$ cat src/rtl/hex_line_to_dec_if.sv
// Byte handshakes between the UART receiver, the hex-line converter and the UART transmitter.
interface hex_line_to_dec_if;
  logic       input_valid;
  logic [7:0] input_data;
  logic       output_busy;
  logic       output_en;
  logic [7:0] output_data;

  modport master (
    output input_valid, input_data, output_busy,
    input  output_en, output_data
  );

  modport slave (
    input  input_valid, input_data, output_busy,
    output output_en, output_data
  );
endinterface

$ cat src/rtl/hex_line_to_dec.sv
// Collects a line of ASCII hex digits, converts it to BCD with double dabble and
// emits the decimal string without leading zeros, followed by '\n'.
module hex_line_to_dec #(
  parameter int unsigned WIDTH  = 32,
  parameter int unsigned DIGITS = 10
) (
  input  logic             clk,
  input  logic             rst,
  hex_line_to_dec_if.slave bus
);

  localparam int unsigned BW = 4 * DIGITS;
  localparam int unsigned CW = $clog2(WIDTH + 1);
  localparam int unsigned PW = $clog2(DIGITS);

  typedef enum logic [1:0] {ACCUM, CONVERT, SEND} state_t;

  state_t          state_q, state_d;
  logic [WIDTH-1:0] value_q, value_d;
  logic [BW-1:0]    bcd_q,   bcd_d;
  logic [CW-1:0]    count_q, count_d;
  logic [PW-1:0]    ptr_q,   ptr_d;
  logic             nl_q,    nl_d;

  logic             is_hex;
  logic [3:0]       nib;
  logic [BW-1:0]    bcd_adj;
  logic [BW-1:0]    bcd_shift;
  logic [WIDTH-1:0] value_shift;
  logic [PW-1:0]    lead;
  logic [3:0]       cur_digit;

  always_comb begin
    is_hex = 1'b0;
    nib    = '0;
    if (bus.input_data >= 8'h30 && bus.input_data <= 8'h39) begin
      is_hex = 1'b1;
      nib    = 4'(bus.input_data - 8'h30);
    end else if (bus.input_data >= 8'h61 && bus.input_data <= 8'h66) begin
      is_hex = 1'b1;
      nib    = 4'(bus.input_data - 8'h57);
    end else if (bus.input_data >= 8'h41 && bus.input_data <= 8'h46) begin
      is_hex = 1'b1;
      nib    = 4'(bus.input_data - 8'h37);
    end
  end

  // One double-dabble step: correct digits >= 5, then shift {bcd, value} left.
  always_comb begin
    bcd_adj = bcd_q;
    for (int unsigned i = 0; i < DIGITS; i++) begin
      if (bcd_q[4*i +: 4] >= 4'd5)
        bcd_adj[4*i +: 4] = bcd_q[4*i +: 4] + 4'd3;
    end
    {bcd_shift, value_shift} = {bcd_adj[BW-2:0], value_q, 1'b0};
  end

  // Leading-zero skip is resolved on the final convert step, so SEND starts on
  // the most significant non-zero digit (digit 0 when the whole value is zero).
  always_comb begin
    lead = '0;
    for (int unsigned i = 0; i < DIGITS; i++) begin
      if (bcd_shift[4*i +: 4] != 4'd0)
        lead = PW'(i);
    end
  end

  assign cur_digit = bcd_q[4*ptr_q +: 4];

  always_comb begin
    state_d         = state_q;
    value_d         = value_q;
    bcd_d           = bcd_q;
    count_d         = count_q;
    ptr_d           = ptr_q;
    nl_d            = nl_q;
    bus.output_en   = 1'b0;
    bus.output_data = '0;

    unique case (state_q)
      ACCUM: begin
        if (bus.input_valid) begin
          if (is_hex) begin
            value_d = {value_q[WIDTH-5:0], nib};
          end else if (bus.input_data == 8'h0A) begin
            count_d = CW'(WIDTH);
            bcd_d   = '0;
            state_d = CONVERT;
          end
        end
      end

      CONVERT: begin
        bcd_d   = bcd_shift;
        value_d = value_shift;
        count_d = count_q - CW'(1);
        if (count_q == CW'(1)) begin
          state_d = SEND;
          ptr_d   = lead;
          nl_d    = 1'b0;
        end
      end

      SEND: begin
        if (!bus.output_busy) begin
          bus.output_en   = 1'b1;
          bus.output_data = nl_q ? 8'h0A : {4'h3, cur_digit};
          if (nl_q) begin
            state_d = ACCUM;
            value_d = '0;
            nl_d    = 1'b0;
          end else if (ptr_q == '0) begin
            nl_d = 1'b1;
          end else begin
            ptr_d = ptr_q - PW'(1);
          end
        end
      end

      default: state_d = ACCUM;
    endcase
  end

  always_ff @(posedge clk) begin
    if (rst) begin
      state_q <= ACCUM;
      value_q <= '0;
      bcd_q   <= '0;
      count_q <= '0;
      ptr_q   <= '0;
      nl_q    <= 1'b0;
    end else begin
      state_q <= state_d;
      value_q <= value_d;
      bcd_q   <= bcd_d;
      count_q <= count_d;
      ptr_q   <= ptr_d;
      nl_q    <= nl_d;
    end
  end

endmodule

$ cat src/flat_wrapper.sv
// flat-port wrapper written by rule: the top's interface ports become plain ports
module hex_line_to_dec_flat 
#(
  parameter int unsigned WIDTH  = 32,
  parameter int unsigned DIGITS = 10
)
  (clk, rst, bus_input_valid, bus_input_data, bus_output_busy, bus_output_en, bus_output_data);
  hex_line_to_dec_if bus_i ();
  input  logic clk;
  input  logic rst;
  input wire logic [$bits(bus_i.input_valid)-1:0] bus_input_valid;
  input wire logic [$bits(bus_i.input_data)-1:0] bus_input_data;
  input wire logic [$bits(bus_i.output_busy)-1:0] bus_output_busy;
  output wire logic [$bits(bus_i.output_en)-1:0] bus_output_en;
  output wire logic [$bits(bus_i.output_data)-1:0] bus_output_data;
  assign bus_i.input_valid = bus_input_valid;
  assign bus_i.input_data = bus_input_data;
  assign bus_i.output_busy = bus_output_busy;
  assign bus_output_en = bus_i.output_en;
  assign bus_output_data = bus_i.output_data;
  hex_line_to_dec #(.WIDTH(WIDTH), .DIGITS(DIGITS)) u_core (.clk(clk), .rst(rst), .bus(bus_i));
endmodule
$ cat config.mk
export PLATFORM = sky130hd
export DESIGN_NAME = hex_line_to_dec_flat
export DESIGN_NICKNAME = d
export VERILOG_FILES = /design/src/rtl/hex_line_to_dec_if.sv /design/src/rtl/hex_line_to_dec.sv /design/src/flat_wrapper.sv
export SDC_FILE = /design/constraint.sdc
export NUM_CORES = 1
export LEC_CHECK = 0
export CAP_MARGIN = 20
export CORE_ASPECT_RATIO = 1.2
export CORE_UTILIZATION = 54
export CTS_CLUSTER_SIZE = 30
export DETAILED_ROUTE_END_ITERATION = 6
export GPL_TIMING_DRIVEN = 0
export PLACE_DENSITY = 0.78
export SETUP_SLACK_MARGIN = 0.05
export SYNTH_ARGS = -nofsm -noshare
export SYNTH_HDL_FRONTEND = slang
export SYNTH_SLANG_ARGS = --single-unit
$ cat constraint.sdc
create_clock -name clk -period 3.1 [get_ports clk]
set_clock_uncertainty 0.05 [all_clocks]
set_input_delay 0.775 -clock clk [delete_from_list [all_inputs] [get_ports clk]]
set_output_delay 0.775 -clock clk [all_outputs]
set_load 0.05 [all_outputs]
Word level (Yosys, flattened, before mapping)
Index checks and enable logic that the tools add are counted.
{"block": "word_totals", "memories": 0, "mem_bits_ro": 0, "ram_bits": 0, "inputBits": 12, "out_inout_bits": 9, "latchBits": 0, "reg_bits": 85}
{"block": "classes", "n_reduce_logical": 22, "n_addsub": 15, "order_cmp": 16, "n_div": 0, "muxes": 60, "n_mul": 0, "n_shift": 1, "n_bitwise": 0, "eq_ne": 13}
{"op": "$mux W32", "n": 4}
{"op": "$mux W40", "n": 3}
{"op": "$pmux W32 S3", "n": 1}
{"op": "$pmux W40 S2", "n": 1}
{"op": "$mux W4", "n": 18}
{"op": "$ge A4 B3 Y1 const B", "n": 10}
{"op": "$shiftx A40 B7 Y4", "n": 1}
{"op": "$add A4 B2 Y4 const B", "n": 9}
{"op": "$reduce_bool A4 Y1", "n": 9}
{"op": "$mux W6", "n": 4}
{"op": "$ge A8 B7 Y1 const B", "n": 2}
{"op": "$le A8 B7 Y1 const B", "n": 2}
{"op": "$mux W2", "n": 8}
{"op": "$mux W8", "n": 2}
{"op": "$mux W3", "n": 5}
{"op": "$pmux W6 S2", "n": 1}
{"op": "$mux W1", "n": 10}
{"op": "$ne A2 B2 Y1 const B", "n": 5}
{"op": "$reduce_and A5 Y1", "n": 2}
{"op": "$eq A8 B4 Y1 const B", "n": 1}
{"op": "$ge A8 B6 Y1 const B", "n": 1}
{"op": "$le A8 B6 Y1 const B", "n": 1}
{"op": "$ne A2 B1 Y1 const B", "n": 4}
{"op": "$pmux W4 S2", "n": 1}
{"op": "other kinds (17)", "n": 22}

Longest topological paths before layout
{"block": "logic_depth", "depth_word": 14, "mapped_depth": 11, "depth_no_buf": 8}

Least setup slack after synthesis
Ideal clock, no wire load.
{"block": "synth_timing", "path_type": "register to output", "from": "reg u_core.state_q[0]", "to": "out bus_output_data[0]", "required_time_ps": 2275, "slack_ps": -516, "path_buffers": 1, "stages_incl_launch_ff": 7, "arrival_ps": 2791, "path_cell_list": "dfxtp_1 > inv_1 > ha_1 > clkbuf_1 > inv_1 > nor3_1 > and2_1"}
{"block": "synth_between", "elab_chain_cells": 2}
{"element": "from (decl)", "line": "hex_line_to_dec.sv:18", "source": "state_t state_q, state_d;"}
{"element": "from (signal assigned)", "line": "hex_line_to_dec.sv:133", "source": "state_q <= state_d;"}
{"element": "$eq A2 B2 Y1", "line": "hex_line_to_dec.sv:80", "source": "unique case (state_q)"}
{"element": "$mux W8", "line": "hex_line_to_dec.sv:80"}
{"element": "to (decl)", "line": "flat_wrapper.sv:15", "source": "output wire logic [$bits(bus_i.output_data)-1:0] bus_output_data;"}
No other way between the ends.

Worst setup path in the final report
{"block": "layout_timing", "from": "in bus_output_busy", "to": "out bus_output_data[4]"}
{"block": "layout_between", "elab_chain_cells": 2}
{"element": "from (decl)", "line": "flat_wrapper.sv:13", "source": "input wire logic [$bits(bus_i.output_busy)-1:0] bus_output_busy;"}
{"element": "$mux W8", "line": "hex_line_to_dec.sv:105", "source": "if (!bus.output_busy) begin"}
{"element": "$mux W8", "line": "hex_line_to_dec.sv:80"}
No other way between the ends.

==> flow_summary_export.csv <==
group,metric,value,unit
layout,stdcell_count,854,
place,dp_hpwl,10600,um
detailed_routing,num_vias,5235,
detailed_routing,vias_per_cell,6.13,
pwr,max-vdd-ir-drop,0.248,mV
critical_path,worst-endpoint-required,2.27,ns
synthesis,avgSynthCellArea,8.17,um2
critical_path,start_kind,"input port",
critical_path,crit_arrival,2.20,ns
synthesis,netlist-cell-type-count,56,
detailed_routing,post_drt_wl_per_cell,16.7,um
synthesis,ys_seq_area_frac,0.301,
pwr,sequentialPowerShare,0.472,
clock_tree,clk-insertion-delay-late,0.35,ns
synthesis,ys_warn_count,0,
detailed_routing,drtAntennaViolNets,0,
critical_path,cpMaxStageDelayCell,"clkdlybuf4s15_1",
pwr,power,0.00237,W
synthesis,synthFlopType,"dfxtp_1",
pwr,switching_share,0.245,
synthesis,synth_edf_count,0,
sta,setup_viol,0,
global_routing,grt_usage,0.275,
floorplan,rows,40,
detailed_routing,routed_wl,14200,um
layout,layout-drive-gt1-share,0.124,
synthesis,synthTopCellsByCount,"85 x dfxtp_1, 77 x nor2_1, 69 x nand2_1",
sta,rsz0062_at_grt,"no",
layout,regArea,0.00170,mm2
sta,relSlewSlack,0.494,
synthesis,synth-seq-cells,85,
critical_path,path_class,"in -> out",
clock_tree,tritoncts,"yes",
global_routing,grt_max_degree,16,
synthesis,synthTopCellsByArea,"dfxtp_1 30%, ha_1 7.1%, a311oi_2 6.6%, nor2_1 5.1%, nand2_1 4.6%",
clock_tree,numCtsBuffers,9,
clock_tree,cts_root_buffer,"clkbuf_16",
critical_path,cp_max_fo,5,
detailed_routing,drt_iter0_drc,273,
layout,num_antenna_cells,0,
sta,period_share,0.975,
floorplan,dieArea,0.0109,mm2
global_routing,grt-ovfl-total,0,
floorplan,io_pins,21,
sta,max_freq,331,MHz
layout,nets,767,
place,portBuffers,17,
critical_path,crit_chain,"clkdlybuf4s50_1, nor3_4, clkdlybuf4s15_1",
synthesis,synth.most_common_cell,"dfxtp_1",
detailed_routing,first_pass_iters,5,
clock_tree,cts_buffer_depth,2,
global_routing,grt_pass1_wl,23600,um
pwr,combPwrFrac,0.058,
clock_tree,hold_buffers,0,
synthesis,synthArstFlopShare,0,
pwr,p_clk_frac,0.470,
clock_tree,path_clk_slew,0.07,ns
floorplan,die_w,95.3,um
floorplan,initial_core_util,0.558,
sta,fin_crit,3.02,ns
layout,multi_input_area,0.00361,mm2
pwr,power_per_cell_area,373,mW/mm2
synthesis,syn_inst,691,
clock_tree,cts.sinks,85,
layout,syn2layout_area_growth,12.7,%
sta,slew_violations,0,
clock_tree,htree_levels,3,
global_routing,grt_pass1_vias,5102,
min_path,hp-class,"reg -> reg",
layout,fillers,875,
synthesis,yosys.area.top_type,"dfxtp_1",
global_routing,antenna_found_initial,0,
floorplan,die_h,114,um
place,dp.cells,835,
outcome,status,"finished, final reports clean",
place,gp_congestion,0.867,
sta,worst_pin_slew,0.758,ns
detailed_routing,drc,0,
floorplan,core_area,0.0101,mm2
synthesis,synth_area,0.00565,mm2
critical_path,cpPeakStageDelay,0.56,ns
pwr,leakagePower,1.98,nW
sta,hold_violations,0,
pwr,power_switching,0.000581,W
flow_run,cap_violations,0,
synthesis,synth_top_area_frac,0.301,
critical_path,critPathCaptureType,"output port",
pwr,internal_power,0.00179,W
-- metrics by stage --
| stage | area [um2] | hold slack (ns) | TNS [ns] | util | setup slack, ns |
|---|---|---|---|---|---|
| after floorplan | 5660 | 0.387 | 0 | - | 0.231 |
| after global placement | 5990 | 0.408 | -16.17 | 0.593 | -0.358 |
| after detailed placement | 5990 | 0.415 | -18.53 | 0.593 | -0.396 |
| after CTS | 6300 | 0.425 | 0 | 0.624 | 0.00781 |
| after global routing | 6360 | 0.441 | 0 | 0.630 | 0.0406 |
| final | 6360 | 0.432 | 0 | 0.630 | 0.0777 |
-- critical path, delay by kind of cell --
family / cells / cell delay [ns]
buffers and inverters: 2 / 1.11
and+or+nand+nor: 1 / 0.30
-- placed cells by master (no fill, tap or decap), drive strengths merged, types with 3 or more instances in the layout --
| master | count |
|---|---|
| dfxtp | 85 |
| nor2 | 77 |
| nand2 | 69 |
| a21oi | 51 |
| inv | 41 |
| nand3 | 39 |
| clkbuf | 37 |
| nand2b | 34 |
| ha | 32 |
| a311oi | 30 |
| a211oi | 24 |
| buf | 24 |
| o21ai | 23 |
| mux2i | 18 |
| xnor2 | 13 |
| nor3 | 13 |
| clkdlybuf4s50 | 10 |
| nor3b | 9 |
| mux4 | 8 |
| o21bai | 8 |
| nor2b | 8 |
| o211ai | 6 |
| and2 | 5 |
| a31oi | 5 |
| o31ai | 4 |
| and3 | 4 |
| nand4 | 4 |
| nor4b | 4 |
| or3 | 3 |
| and3b | 3 |
| nand3b | 3 |
| o22ai | 3 |
| clkdlybuf4s15 | 3 |
-- registers in the layout (all words and copies together) (netlist names) --
name / count
u_core.state_q: 2
u_core.bcd_q: 40
u_core.count_q: 6
u_core.nl_q: 1
u_core.ptr_q: 4
u_core.value_q: 32
-- final timing paths --
kind | startpoint | endpoint | slack (ns) | depth (start not counted)
max | bus_output_busy | bus_output_data[4] | 0.08 | 3
max reg2reg | u_core.bcd_q[32] | u_core.ptr_q[2] | 0.54 | 8
min | u_core.bcd_q[37] | u_core.bcd_q[37] | 0.43 | 2
min reg2reg | u_core.bcd_q[37] | u_core.bcd_q[37] | 0.43 | 2
-- layer usage --
| layer | wire length [um] | global-route usage | share of wire | vias up |
|---|---|---|---|---|
| met4 | 370 | 0.125 | 0.026 | 0 |
| li1 | - | - | - | 2520 |
| met2 | 7400 | 0.499 | 0.52 | 154 |
| met5 | 0 | 0 | 0 | - |
| met1 | 5790 | 0.307 | 0.41 | 2526 |
| met3 | 673 | 0.0460 | 0.047 | 35 |
-- power groups by stage --
stage | sequential [W] | combinational (W) | clock, W
after floorplan | 0.00114 | 0.0000933 | 0
after global placement | 0.00114 | 0.000129 | 0
after detailed placement | 0.00114 | 0.000134 | 0
after CTS | 0.00112 | 0.000136 | 0.00111
after global routing | 0.00112 | 0.000149 | 0.00115
final | 0.00112 | 0.000138 | 0.00111
-- timing repair --
item	in CTS	in global routing
resized for setup	25	13
pin swaps	0	2
setup buffers	0	4
endpoints found under the setup margin	14	77
cloned	0	0
-- logic make-up after synthesis --
kind of cell / Yosys count / share of synthesized area
xor+xnor: 15 / 0.0233
simple gates: 278 / 0.240
mux: 26 / 0.0638
other cells: 1 / 0.000664
fa+ha+maj: 32 / 0.0709
compound gates: 169 / 0.234
buf+inv: 85 / 0.0658
flops: 85 / 0.301
-- area by class of cell --
cell class | instances | area share
clock buffers | 9 | 0.0354
multi-input cells | 522 | 0.567
plain buffers | 45 | 0.0379
well taps | 126 | 0.0248
inverters | 39 | 0.0230
repair buffers | 21 | 0.0336
clock inverters | 7 | 0.0114
flip-flops and latches | 85 | 0.267
No activity file was read; power rests on OpenSTA's default activity.
